===== src/rtl/spi_slave_responder.sv =====
// SPI mode-0 peripheral: oversamples SCK/CS/MOSI, shifts tx word out on MISO, captures MOSI word.
// Edges act 3 clk_i cycles after the pin transition; all outputs are registered.
module spi_slave_responder #(
    parameter int   N_BITS    = 16,
    parameter logic IDLE_MISO = 1'b0
) (
    input  logic              clk_i,
    input  logic              rst_i,
    input  logic              sck_i,
    input  logic              cs_i,
    input  logic              mosi_i,
    input  logic [N_BITS-1:0] tx_data_i,
    output logic              miso_o,
    output logic [N_BITS-1:0] rx_data_o,
    output logic              rx_valid_o,
    output logic              busy_o,
    output logic              frame_err_o
);
    localparam int CW = $clog2(N_BITS + 1);
    localparam logic [CW-1:0] LP_N = CW'(N_BITS);

    typedef enum logic [1:0] {ST_IDLE, ST_SHIFT, ST_DONE} state_t;

    state_t            r_state;
    state_t            w_state_nxt;
    logic [2:0]        r_sck_sync;
    logic [2:0]        r_cs_sync;
    logic [1:0]        r_mosi_sync;
    logic [CW-1:0]     r_bit_cnt;
    logic [N_BITS-1:0] r_tx_shift;
    logic [N_BITS-1:0] r_rx_shift;

    logic              w_sck_rise, w_sck_fall, w_cs_rise, w_cs_fall;
    logic [CW-1:0]     w_cnt_inc;
    logic [N_BITS-1:0] w_rx_nxt;
    logic              w_load, w_cap, w_done, w_shift_out, w_to_idle, w_ferr;

    // Stage [1] is the synchronized level; stage [2] is the previous level for edge detect.
    assign w_sck_rise = r_sck_sync[1] & ~r_sck_sync[2];
    assign w_sck_fall = ~r_sck_sync[1] & r_sck_sync[2];
    assign w_cs_rise  = r_cs_sync[1] & ~r_cs_sync[2];
    assign w_cs_fall  = ~r_cs_sync[1] & r_cs_sync[2];
    assign w_cnt_inc  = r_bit_cnt + CW'(1);
    assign w_rx_nxt   = {r_rx_shift[N_BITS-2:0], r_mosi_sync[1]};

    always_ff @(posedge clk_i or negedge rst_i) begin
        if (!rst_i) begin
            r_sck_sync  <= 3'b000;
            r_cs_sync   <= 3'b111;
            r_mosi_sync <= 2'b00;
            r_state     <= ST_IDLE;
        end else begin
            r_sck_sync  <= {r_sck_sync[1:0], sck_i};
            r_cs_sync   <= {r_cs_sync[1:0], cs_i};
            r_mosi_sync <= {r_mosi_sync[0], mosi_i};
            r_state     <= w_state_nxt;
        end
    end

    always_comb begin
        w_state_nxt = r_state;
        w_load      = 1'b0;
        w_cap       = 1'b0;
        w_done      = 1'b0;
        w_shift_out = 1'b0;
        w_to_idle   = 1'b0;
        w_ferr      = 1'b0;
        case (r_state)
            ST_IDLE: begin
                if (w_cs_fall) begin
                    w_load      = 1'b1;
                    w_state_nxt = ST_SHIFT;
                end
            end
            ST_SHIFT: begin
                // CS rise takes priority over a coincident SCK rise, which is then not counted.
                if (w_cs_rise) begin
                    w_to_idle   = 1'b1;
                    w_ferr      = (r_bit_cnt != '0);
                    w_state_nxt = ST_IDLE;
                end else if (w_sck_rise) begin
                    w_cap = 1'b1;
                    if (w_cnt_inc == LP_N) begin
                        w_done      = 1'b1;
                        w_state_nxt = ST_DONE;
                    end
                end else if (w_sck_fall) begin
                    w_shift_out = 1'b1;
                end
            end
            ST_DONE: begin
                if (w_cs_rise) begin
                    w_to_idle   = 1'b1;
                    w_state_nxt = ST_IDLE;
                end
            end
            default: w_state_nxt = ST_IDLE;
        endcase
    end

    always_ff @(posedge clk_i or negedge rst_i) begin
        if (!rst_i) begin
            r_bit_cnt   <= '0;
            r_tx_shift  <= '0;
            r_rx_shift  <= '0;
            rx_data_o   <= '0;
            rx_valid_o  <= 1'b0;
            frame_err_o <= 1'b0;
            busy_o      <= 1'b0;
            miso_o      <= IDLE_MISO;
        end else begin
            rx_valid_o  <= 1'b0;
            frame_err_o <= w_ferr;
            if (w_load) begin
                r_tx_shift <= tx_data_i;
                miso_o     <= tx_data_i[N_BITS-1];
                r_bit_cnt  <= '0;
                busy_o     <= 1'b1;
            end
            if (w_cap) begin
                r_rx_shift <= w_rx_nxt;
                r_bit_cnt  <= w_cnt_inc;
            end
            if (w_done) begin
                rx_data_o  <= w_rx_nxt;
                rx_valid_o <= 1'b1;
                miso_o     <= IDLE_MISO;
            end
            if (w_shift_out) begin
                r_tx_shift <= {r_tx_shift[N_BITS-2:0], 1'b0};
                miso_o     <= r_tx_shift[N_BITS-2];
            end
            if (w_to_idle) begin
                miso_o    <= IDLE_MISO;
                busy_o    <= 1'b0;
                r_bit_cnt <= '0;
            end
        end
    end
endmodule


===== config.mk =====
export PLATFORM = sky130hd
export DESIGN_NAME = spi_slave_responder
export DESIGN_NICKNAME = d
export VERILOG_FILES = /design/src/rtl/spi_slave_responder.sv
export SDC_FILE = /design/constraint.sdc
export NUM_CORES = 1
export LEC_CHECK = 0
export BUFFER_PORTS_ARGS = -buffer_cell sky130_fd_sc_hd__clkbuf_2
export CORE_MARGIN = 2
export CORE_UTILIZATION = 55
export DETAILED_ROUTE_END_ITERATION = 8
export MAX_ROUTING_LAYER = met4
export PLACE_DENSITY = 0.8
export SYNTH_ARGS = -nofsm -noshare
export SYNTH_HDL_FRONTEND = slang
export SYNTH_SLANG_ARGS = --single-unit
export TNS_END_PERCENT = 5

===== constraint.sdc =====
create_clock -name clk_i -period 3.5 [get_ports clk_i]
set_clock_uncertainty 0.15 [all_clocks]
set_input_delay 0.175 -clock clk_i [delete_from_list [all_inputs] [get_ports clk_i]]
set_output_delay 0.175 -clock clk_i [all_outputs]
set_load 0.01 [all_outputs]

==> flow_summary.ini, run 1 <==
[synthesis]
syn_area_mm2 = 0.002748
synth_mux_area_share_pct = 20.17
synth_top_cells_by_count = dfrtp_1, nand2_1, mux2i_1, o21ai_1, mux2_2
yosysTopAreaCell = dfrtp_1
synth_enable_flop_cells = 0
synth_flop_cell = dfrtp_1
yosysMostFrequentCell = dfrtp_1
ys_seq_area_share_pct = 59.34
synth_top_area_share_pct = 56.47
synth_cell_type_count = 34
synth.area.top_cells = dfrtp_1, mux2_2, mux2i_1
synth_top_family_by_area = multiplexers
synth-async-reset-ratio_pct = 100.0
synthSimpleGateAreaFrac_pct = 8.561
synthXorXnorAreaFrac_pct = 0.9563
syn-num-nets = 235
ys_ff_latch = 65
synth_fa_ha_area_share_pct = 2.732
yosys_warnings = 0
synth-compound-area-share_pct = 5.464
synth_cells = 208
synth.avg_cell_area_um2 = 13.21

[detailed_routing]
postRouteAntennaNets = 0
drt_wl_total_um = 5202
dr.pass1.iters = 4
drt_iter0_drc = 80
avgRoutedWirePerCell_um = 15.08
drc = 0
avgViaCountPerCell = 5.177
vias = 1786

[sta]
setup_slack_ns = 1.221
relSlewSlack_pct = 50.05
rsz0062_at_grt = no
hold_violations = 0
setup_viol = 0
finalMaxSlewViolations = 0
tns_ns = 0
period_needed_ns = 2.279
fin_crit_sh_pct = 65.11
holdWs_ns = 0.01596
clock.fmax_mhz = 438.8
worst_pin_slew_ns = 0.7492

[cts]
post_cts_buffers = 0
cts_buffers = 9
ctsResizeCount = 0
clkLatencyLatePin_ns = 0.34
cts_tree = built
clk_path_buf_depth = 2
h-tree-depth = 3
clock-sinks = 65
clk_pin_slew_ns = 0.07
clockRootBuffer = clkbuf_8

[grt]
grt_max_degree = 32
grt_pass1_wl_um = 8652
antenna_found_initial = 0
grt_usage_pct = 22.18
grt_pass1_vias = 1861
grt_overflow = 0

[flow_run]
maxCapViolCount = 0

[power]
ir_worst_vdd_uv = 416.8
p_int_mw = 1.501
p_switching_mw = 0.6016
seqPwrFrac_pct = 48.9
p_comb_share_pct = 19.2
p_leak_nw = 1.736
pwr-share-clk_pct = 31.8
p_sw_share_pct = 28.61
p_per_area_mw_per_mm2 = 618.2

[critical_path]
startpoint_type = flip-flop
worstPathArrival_ns = 2.35
crit_chain = ha_1, xnor2_1, o2bb2ai_1, and4bb_1, buf_4, mux2_1
worst_path_max_delay_cell = dfrtp_1
end_kind = flip-flop
slowest_delay_ns = 0.47
critical-path-top-delay-family = flip-flops
crit_required_ns = 3.57
critical_path_class = reg -> reg
crit_fanout = 18
cp_num_buf_inv = 1

[place]
place_hpwl_um = 3291
io_buffers = 40
post-place-ws_ns = 1.228
place.gp.congestion = 0.7975

[finish]
fillerInstances = 348
antenna_cells = 0
fin_nets = 300
area_growth_pct = 23.77
drive_above_1_share_pct = 32.37

[die]
coreArea_mm2 = 0.004786
initial_core_util_pct = 57.41
rows = 25
die_h_um = 74.68
die_w_um = 74.68
die_area_mm2 = 0.005577
ios = 41

[min_path]
hp-class = in -> reg

[run_status]
status = complete, no violations
timing repair:
item / CTS / global route
hold endpoints to repair: 45 / 0
hold buffers: 17 / 0
endpoints found under the setup margin: 0 / 0
routing by layer:
metal	up-vias	track usage [%]	wire length (µm)
met4	0	8.532	80
met5	-	-	0
li1	855	-	-
met1	886	27.99	2312
met3	9	7.229	174
met2	36	33.63	2633
metrics by stage:
stage	total power [mW]	utilization, %	instances	instance area [µm²]
final	2.102	71.06	345	3401
after detailed placement	1.424	63.01	312	3015
after global routing	2.221	71.06	345	3401
after global placement	1.395	63.01	312	3015
after floorplan	1.293	-	208	2748
after CTS	2.113	71.06	345	3401
cell families after synthesis:
group / count (synthesis)
flip-flops: 65
AND/OR/NAND/NOR: 46
buffers and inverters: 13
adder cells (fa/ha/maj): 6
XOR/XNOR: 3
multiplexers: 48
AO/OA/AOI/OAI: 27
cell usage in the layout (no fill, tap or decap), types with 4 or more instances in the layout:
| cell type | count |
|---|---|
| mux2_1 | 8 |
| nand2b_1 | 5 |
| mux2i_1 | 16 |
| clkbuf_8 | 12 |
| ha_1 | 6 |
| dfrtp_1 | 62 |
| nand2_1 | 22 |
| inv_1 | 4 |
| o21ai_1 | 16 |
| dlygate4sd3_1 | 17 |
| mux2_4 | 9 |
| buf_4 | 6 |
| mux2_2 | 15 |
| clkbuf_2 | 40 |
| nor2_1 | 5 |
| o21ai_0 | 4 |
sequential cells by signal, indices dropped and copies added, names as in the netlist, 2 cells and up:
| register | flops |
|---|---|
| rx_data_o | 16 |
| r_rx_shift | 15 |
| r_tx_shift | 15 |
| r_bit_cnt | 5 |
| r_cs_sync | 3 |
| r_sck_sync | 3 |
| r_mosi_sync | 2 |
| r_state | 2 |
power by group through the flow:
stage	Combinational [mW]	Clock [mW]	Sequential, mW
floorplan	0.284	0	1.01
global placement	0.367	0	1.03
detailed placement	0.385	0	1.04
CTS	0.405	0.681	1.03
global route	0.457	0.717	1.05
finish	0.404	0.670	1.03
worst paths after layout:
check | slack, ns | from | end | depth (start not counted)
setup / recovery | 1.22 | r_bit_cnt[0]$_DFFE_PN0P_ | rx_data_o[5]$_DFFE_PN0P_ | 6
hold / removal | 0.02 | tx_data_i[6] | r_tx_shift[6]$_DFFE_PN0P_ | 3
setup reg to reg | 1.22 | r_bit_cnt[0]$_DFFE_PN0P_ | rx_data_o[5]$_DFFE_PN0P_ | 6
hold reg to reg | 0.21 | r_sck_sync[0]$_DFF_PN0_ | r_sck_sync[1]$_DFF_PN0_ | 0
max in group asynchronous | 2.13 | rst_i | r_cs_sync[2]$_DFF_PN1_ | 3
min in group asynchronous | 0.28 | rst_i | rx_data_o[4]$_DFFE_PN0P_ | 2
cell type report:
class / instances / area [µm²] / share of cell area (%)
tap: 67 / 83.83 / 2.465
inverter: 4 / 15.01 / 0.4415
clock inverter: 4 / 50.05 / 1.472
clock buffer: 12 / 165.2 / 4.857
multi-input combinational: 130 / 1041 / 30.61
timing repair buffer: 63 / 415.4 / 12.21
sequential: 65 / 1630 / 47.94
worst reg2reg max path, cell delays in order, from the launching register on:
cell	delay, ns
dfrtp_1	0.47
ha_1	0.31
xnor2_1	0.15
o2bb2ai_1	0.19
and4bb_1	0.21
buf_4	0.29
mux2_1	0.38
Power figures use the tool's default switching activity.
==> run 2, diff against run 1 <==
--- a/config.mk
+++ b/config.mk
@@ -5,6 +5,7 @@
 export SDC_FILE = /design/constraint.sdc
 export NUM_CORES = 1
 export LEC_CHECK = 0
+export ABC_AREA = 1
 export BUFFER_PORTS_ARGS = -buffer_cell sky130_fd_sc_hd__clkbuf_2
 export CORE_MARGIN = 2
 export CORE_UTILIZATION = 55
==> constraint.sdc (replaced) <==
create_clock -name clk_i -period 2.1 [get_ports clk_i]
set_clock_uncertainty 0.15 [all_clocks]
set_input_delay 0.105 -clock clk_i [delete_from_list [all_inputs] [get_ports clk_i]]
set_output_delay 0.105 -clock clk_i [all_outputs]
set_load 0.01 [all_outputs]
==> run 2 against run 1 <==
Compared with the run above: register-to-register slack lost 1.0 ns; clock power grew 84%; sequential power grew 56%; critical endpoint is now rx_data_o[13]$_DFFE_PN0P_.
==> flow_summary.ini, run 2 <==
[detailed_routing]
vias = 2099
avgRoutedWirePerCell_um = 13.47
postRouteAntennaNets = 0
drc = 0
drt_iter0_drc = 132
avgViaCountPerCell = 5.058
drt_wl_total_um = 5591
dr.pass1.iters = 4

[critical_path]
crit_required_ns = 2.17
end_kind = flip-flop
critical_path_class = reg -> reg
crit_fanout = 29
startpoint_type = flip-flop
cp_common_cell = nand2_1
worstPathArrival_ns = 1.96
worst_path_max_delay_cell = dfrtp_1
slowest_delay_ns = 0.41
worstRegToRegCells = 10
crit_chain = ha_1, inv_1, nand2_1, nand2_1, nand2_1, nor2_2, nand3_2, buf_4, nand2_1, o21ai_2

[grt]
grt_usage_pct = 23.97
grt_max_degree = 47
grt_pass1_wl_um = 9542
grt_pass1_vias = 2092
grt_overflow = 0
antenna_found_initial = 0

[synthesis]
yosysMostFrequentCell = nand2_1
synthXorXnorAreaFrac_pct = 0.3192
synth_top_family_by_area = simple AND/OR/NAND/NOR gates
synth_fa_ha_area_share_pct = 2.736
synth_cell_type_count = 27
synth_mux_area_share_pct = 0
syn-num-nets = 305
synth.area.top_cells = dfrtp_1, nand2_1, inv_1
synth_enable_flop_cells = 0
synth.avg_cell_area_um2 = 9.870
synth-compound-area-share_pct = 13.73
yosysTopAreaCell = dfrtp_1
synth-async-reset-ratio_pct = 100.0
synth_top_area_share_pct = 56.54
synth_flop_cell = dfrtp_1
synth_top_cells_by_count = nand2_1, dfrtp_1, inv_1
yosys_warnings = 0
synthSimpleGateAreaFrac_pct = 15.23
ys_seq_area_share_pct = 59.42
synth_cells = 278
syn_area_mm2 = 0.002744
ys_ff_latch = 65

[die]
die_h_um = 74.63
coreArea_mm2 = 0.004755
die_w_um = 74.63
rows = 25
ios = 41
die_area_mm2 = 0.005570
initial_core_util_pct = 57.71

[sta]
fin_crit_sh_pct = 90.17
setup_viol = 0
period_needed_ns = 1.894
clock.fmax_mhz = 528.1
setup_slack_ns = 0.2064
rsz0062_at_grt = no
finalMaxSlewViolations = 0
relSlewSlack_pct = 64.01
tns_ns = 0
worst_pin_slew_ns = 0.5399
hold_violations = 0

[power]
p_per_area_mw_per_mm2 = 1038
ir_worst_vdd_uv = 595.0
p_leak_nw = 1.703

[place]
post-place-ws_ns = 0.2077
io_buffers = 40
place.gp.congestion = 0.8294
place_hpwl_um = 3347

[cts]
cts_tree = built
h-tree-depth = 3
clock-sinks = 65
clk_path_buf_depth = 2
clk_pin_slew_ns = 0.07
clockRootBuffer = clkbuf_8
post_cts_buffers = 0
cts_buffers = 9
ctsHoldBuffers = 20
clkLatencyLatePin_ns = 0.33
ctsResizeCount = 0

[finish]
layout_common_cells = nand2_1, dfrtp_1, inv_1, clkbuf_2, nand3_1
largest_reg_flops = 16
antenna_cells = 0
fillerInstances = 369
area_growth_pct = 25.49
top_regs = rx_data_o (16), r_rx_shift (15), r_tx_shift (15)
top_register = rx_data_o
fin_nets = 370
drive_above_1_share_pct = 24.14
final_common_cell = nand2_1

[flow_run]
maxCapViolCount = 0

[run_status]
status = complete, no violations

[min_path]
hp-class = in -> async
run 2: cell families (layout without fill, tap and decap cells):
group / Yosys count / in the layout
compound gates: 52 / 52
xor+xnor: 1 / 1
fa+ha+maj: 6 / 6
buf+inv: 54 / 124
flops: 65 / 65
simple gates: 100 / 100
run 2: cell type report:
cell class / instances / area [µm²] / share of cell area (%)
Tap cell: 67 / 83.83 / 2.435
Timing Repair Buffer: 65 / 450.4 / 13.08
Multi-Input combinational cell: 159 / 878.3 / 25.51
Clock inverter: 4 / 73.82 / 2.144
Inverter: 43 / 161.4 / 4.688
Clock buffer: 12 / 165.2 / 4.797
Sequential cell: 65 / 1630 / 47.35
run 2: layer usage:
| layer | track usage [%] | routed length, µm |
|---|---|---|
| met2 | 36.68 | 2825 |
| met4 | 7.937 | 79 |
| met3 | 7.764 | 238 |
| met5 | - | 0 |
| met1 | 30.55 | 2447 |
run 2: path summary, 6_finish.rpt:
path                                           from                         to  slack (ns)
max                        r_bit_cnt[0]$_DFFE_PN0P_  rx_data_o[13]$_DFFE_PN0P_        0.21
min                                           rst_i  r_tx_shift[2]$_DFFE_PN0P_        0.13
max reg2reg                r_bit_cnt[0]$_DFFE_PN0P_  rx_data_o[13]$_DFFE_PN0P_        0.21
min reg2reg                r_mosi_sync[0]$_DFF_PN0_   r_mosi_sync[1]$_DFF_PN0_        0.20
max in group asynchronous                     rst_i     r_cs_sync[0]$_DFF_PN1_        1.01
min in group clk_i         r_mosi_sync[0]$_DFF_PN0_   r_mosi_sync[1]$_DFF_PN0_        0.20
run 2: power by group:
group | leakage [nW] | internal (mW) | total (mW) | switching, mW
Sequential | 0.852 | 1.49 | 1.61 | 0.118
Combinational | 0.728 | 0.287 | 0.733 | 0.446
Clock | 0.123 | 0.766 | 1.23 | 0.464
Total | 1.70 | 2.55 | 3.57 | 1.03
run 2: through the flow:
step                std cells  hold slack [ns]  utilization (%)  power (mW)  instance area, µm²
finish                    415           0.1305            72.42       3.574                3443
global route              415           0.1911            72.42       3.796                3443
CTS                       415           0.1341            72.42       3.589                3443
detailed placement        379         -0.03917            63.18       2.314                3004
global placement          379         -0.04264            63.18       2.282                3004
floorplan                 278          -0.3406                -       2.113                2744
run 2: worst max-delay path: cells and delay by family, from the launching register on:
family / cells / cell delay (ns)
and+or+nand+nor: 6 / 0.56
DFF: 1 / 0.41
buffers and inverters: 2 / 0.34
adders and majority gates: 1 / 0.25
AOI/OAI and AO/OA: 1 / 0.05
==> run 3, diff against run 2 <==
--- a/config.mk
+++ b/config.mk
@@ -9,6 +9,7 @@
 export BUFFER_PORTS_ARGS = -buffer_cell sky130_fd_sc_hd__clkbuf_2
 export CORE_MARGIN = 2
 export CORE_UTILIZATION = 55
+export CTS_BUF_LIST = sky130_fd_sc_hd__clkbuf_2
 export DETAILED_ROUTE_END_ITERATION = 8
 export MAX_ROUTING_LAYER = met4
 export PLACE_DENSITY = 0.8
==> run 3 against run 2 <==
Compared with the run above: utilization is 1.8 points lower; sequential power hardly changed; cell count is 0.48% higher; non-clock buffer count is 2 higher; critical path type unchanged; largest cell class unchanged; highest routed layer unchanged.
==> flow_summary.ini, run 3 (synthesis gave the netlist of run 2 again) <==
[grt]
grtUsageMet1_pct = 30.22
grt_max_degree = 47
grt.busiest_layer = met2
grt_usage_pct = 23.03
antenna_found_initial = 0
met2_usage_pct = 34.81
grt_pass1_vias = 2027
grt_pass1_wl_um = 9259
grt_overflow = 0
gr-usage-met3_pct = 7.631

[finish]
largest_reg_flops = 16
final_common_cell = nand2_1
top_register = rx_data_o
fillerInstances = 376
fin_util_pct = 70.63
fin_nets = 372
drive_above_1_share_pct = 23.14
multi_input_area_um2 = 878.3
area_growth_pct = 22.39
regArea_mm2 = 0.001630
antenna_cells = 0
layout_common_cells = nand2_1, dfrtp_1, clkbuf_2, inv_1, dlygate4sd3_1
top_regs = rx_data_o (16), r_rx_shift (15), r_tx_shift (15)

[detailed_routing]
vias = 2096
avgViaCountPerCell = 5.026
avgRoutedWirePerCell_um = 12.86
postRouteAntennaNets = 0
drc = 0
dr.pass1.iters = 4
drt_wl_total_um = 5363
drt_iter0_drc = 88

[sta]
rsz0062_at_grt = no
tns_ns = 0
setup_viol = 0
setup_slack_ns = 0.1718
relSlewSlack_pct = 46.07
worst_pin_slew_ns = 0.8063
finalMaxSlewViolations = 0
fin_crit_sh_pct = 91.82
hold_violations = 0
period_needed_ns = 1.928
clock.fmax_mhz = 518.6

[cts]
clkLatencyLatePin_ns = 0.48
clk_path_buf_depth = 2
post_cts_buffers = 0
clockRootBuffer = clkbuf_2
cts_tree = built
clk_pin_slew_ns = 0.16
cts_buffers = 9
h-tree-depth = 3
clock-sinks = 65

[power]
p_comb_share_pct = 23.2
p_int_mw = 2.162
p_leak_nw = 1.669
p_per_area_mw_per_mm2 = 938.5
pwr-share-clk_pct = 25.9
seqPwrFrac_pct = 50.9
p_switching_mw = 0.9899
ir_worst_vdd_uv = 501.3
p_sw_share_pct = 31.41

[place]
post-place-ws_ns = 0.2077
place_hpwl_um = 3347
io_buffers = 40
place.gp.congestion = 0.8294

[critical_path]
crit_required_ns = 2.33
worstPathArrival_ns = 2.16
critical_path_class = reg -> reg
crit_fanout = 15
startpoint_type = flip-flop
end_kind = flip-flop

[die]
die_area_mm2 = 0.005570
coreArea_mm2 = 0.004755
ios = 41
rows = 25
die_w_um = 74.63
die_h_um = 74.63
initial_core_util_pct = 57.71

[min_path]
hp-class = in -> reg

[run_status]
status = complete, no violations

[flow_run]
maxCapViolCount = 0
run 3: cell types whose count changed in the layout (fill, tap and decap cells not counted), sizes merged:
cell         change
dlygate4sd3      +2
clkinv           +3
clkbuf           -3
run 3: power groups by stage:
stage               clock [mW]  combinational, mW  sequential, mW
finish                   0.816              0.731            1.60
global route             0.897              0.848            1.63
CTS                      0.842              0.730            1.60
detailed placement           0              0.688            1.63
global placement             0              0.667            1.62
floorplan                    0              0.507            1.61
run 3: timing repair:
| item | CTS | global route |
|---|---|---|
| hold buffers | 22 | 0 |
| endpoints found under the hold margin | 82 | 0 |
| endpoints found under the setup margin | 0 | 3 |
| resized for setup | 0 | 1 |
run 3: routing by layer:
layer / wire, µm / up-vias
met2: 2646 / 54
met5: 0 / -
met4: 82 / 0
met3: 244 / 7
li1: - / 1037
met1: 2390 / 998
run 3: through the flow:
| step | power (mW) | hold WS [ns] | cell area (µm²) | instances |
|---|---|---|---|---|
| after detailed placement | 2.314 | -0.03917 | 3004 | 379 |
| final | 3.152 | 0.1015 | 3358 | 417 |
| after CTS | 3.173 | 0.06929 | 3354 | 417 |
| after global routing | 3.372 | 0.05563 | 3358 | 417 |
| after global placement | 2.282 | -0.04264 | 3004 | 379 |
| after floorplan | 2.113 | -0.3406 | 2744 | 278 |
run 3: worst max-delay path: stages (launching register included):
cell and delay, ns:
dfrtp_1 0.44, inv_1 0.10, ha_1 0.20, nand3_1 0.24
inv_1 0.43, nand3_1 0.18, o221ai_1 0.11
run 3: cell type report:
cell class	instances	share of cell area (%)
multi-input combinational	159	26.15
clock inverter	7	2.534
tap	67	2.496
timing repair buffer	67	14.12
sequential	65	48.55
inverter	43	4.806
clock buffer	9	1.341
run 3: path summary, 6_finish.rpt:
path,to,slack [ns],from,cells past startpoint
setup / recovery,r_tx_shift[11]$_DFFE_PN0P_,0.17,r_state[0]$_DFFE_PN0P_,6
hold / removal,r_cs_sync[0]$_DFF_PN1_,0.10,cs_i,2
setup reg to reg,r_tx_shift[11]$_DFFE_PN0P_,0.17,r_state[0]$_DFFE_PN0P_,6
hold reg to reg,r_cs_sync[1]$_DFF_PN1_,0.22,r_cs_sync[0]$_DFF_PN1_,0
max in group asynchronous,r_tx_shift[13]$_DFFE_PN0P_,0.67,rst_i,3
min in group asynchronous,r_cs_sync[2]$_DFF_PN1_,0.58,rst_i,3
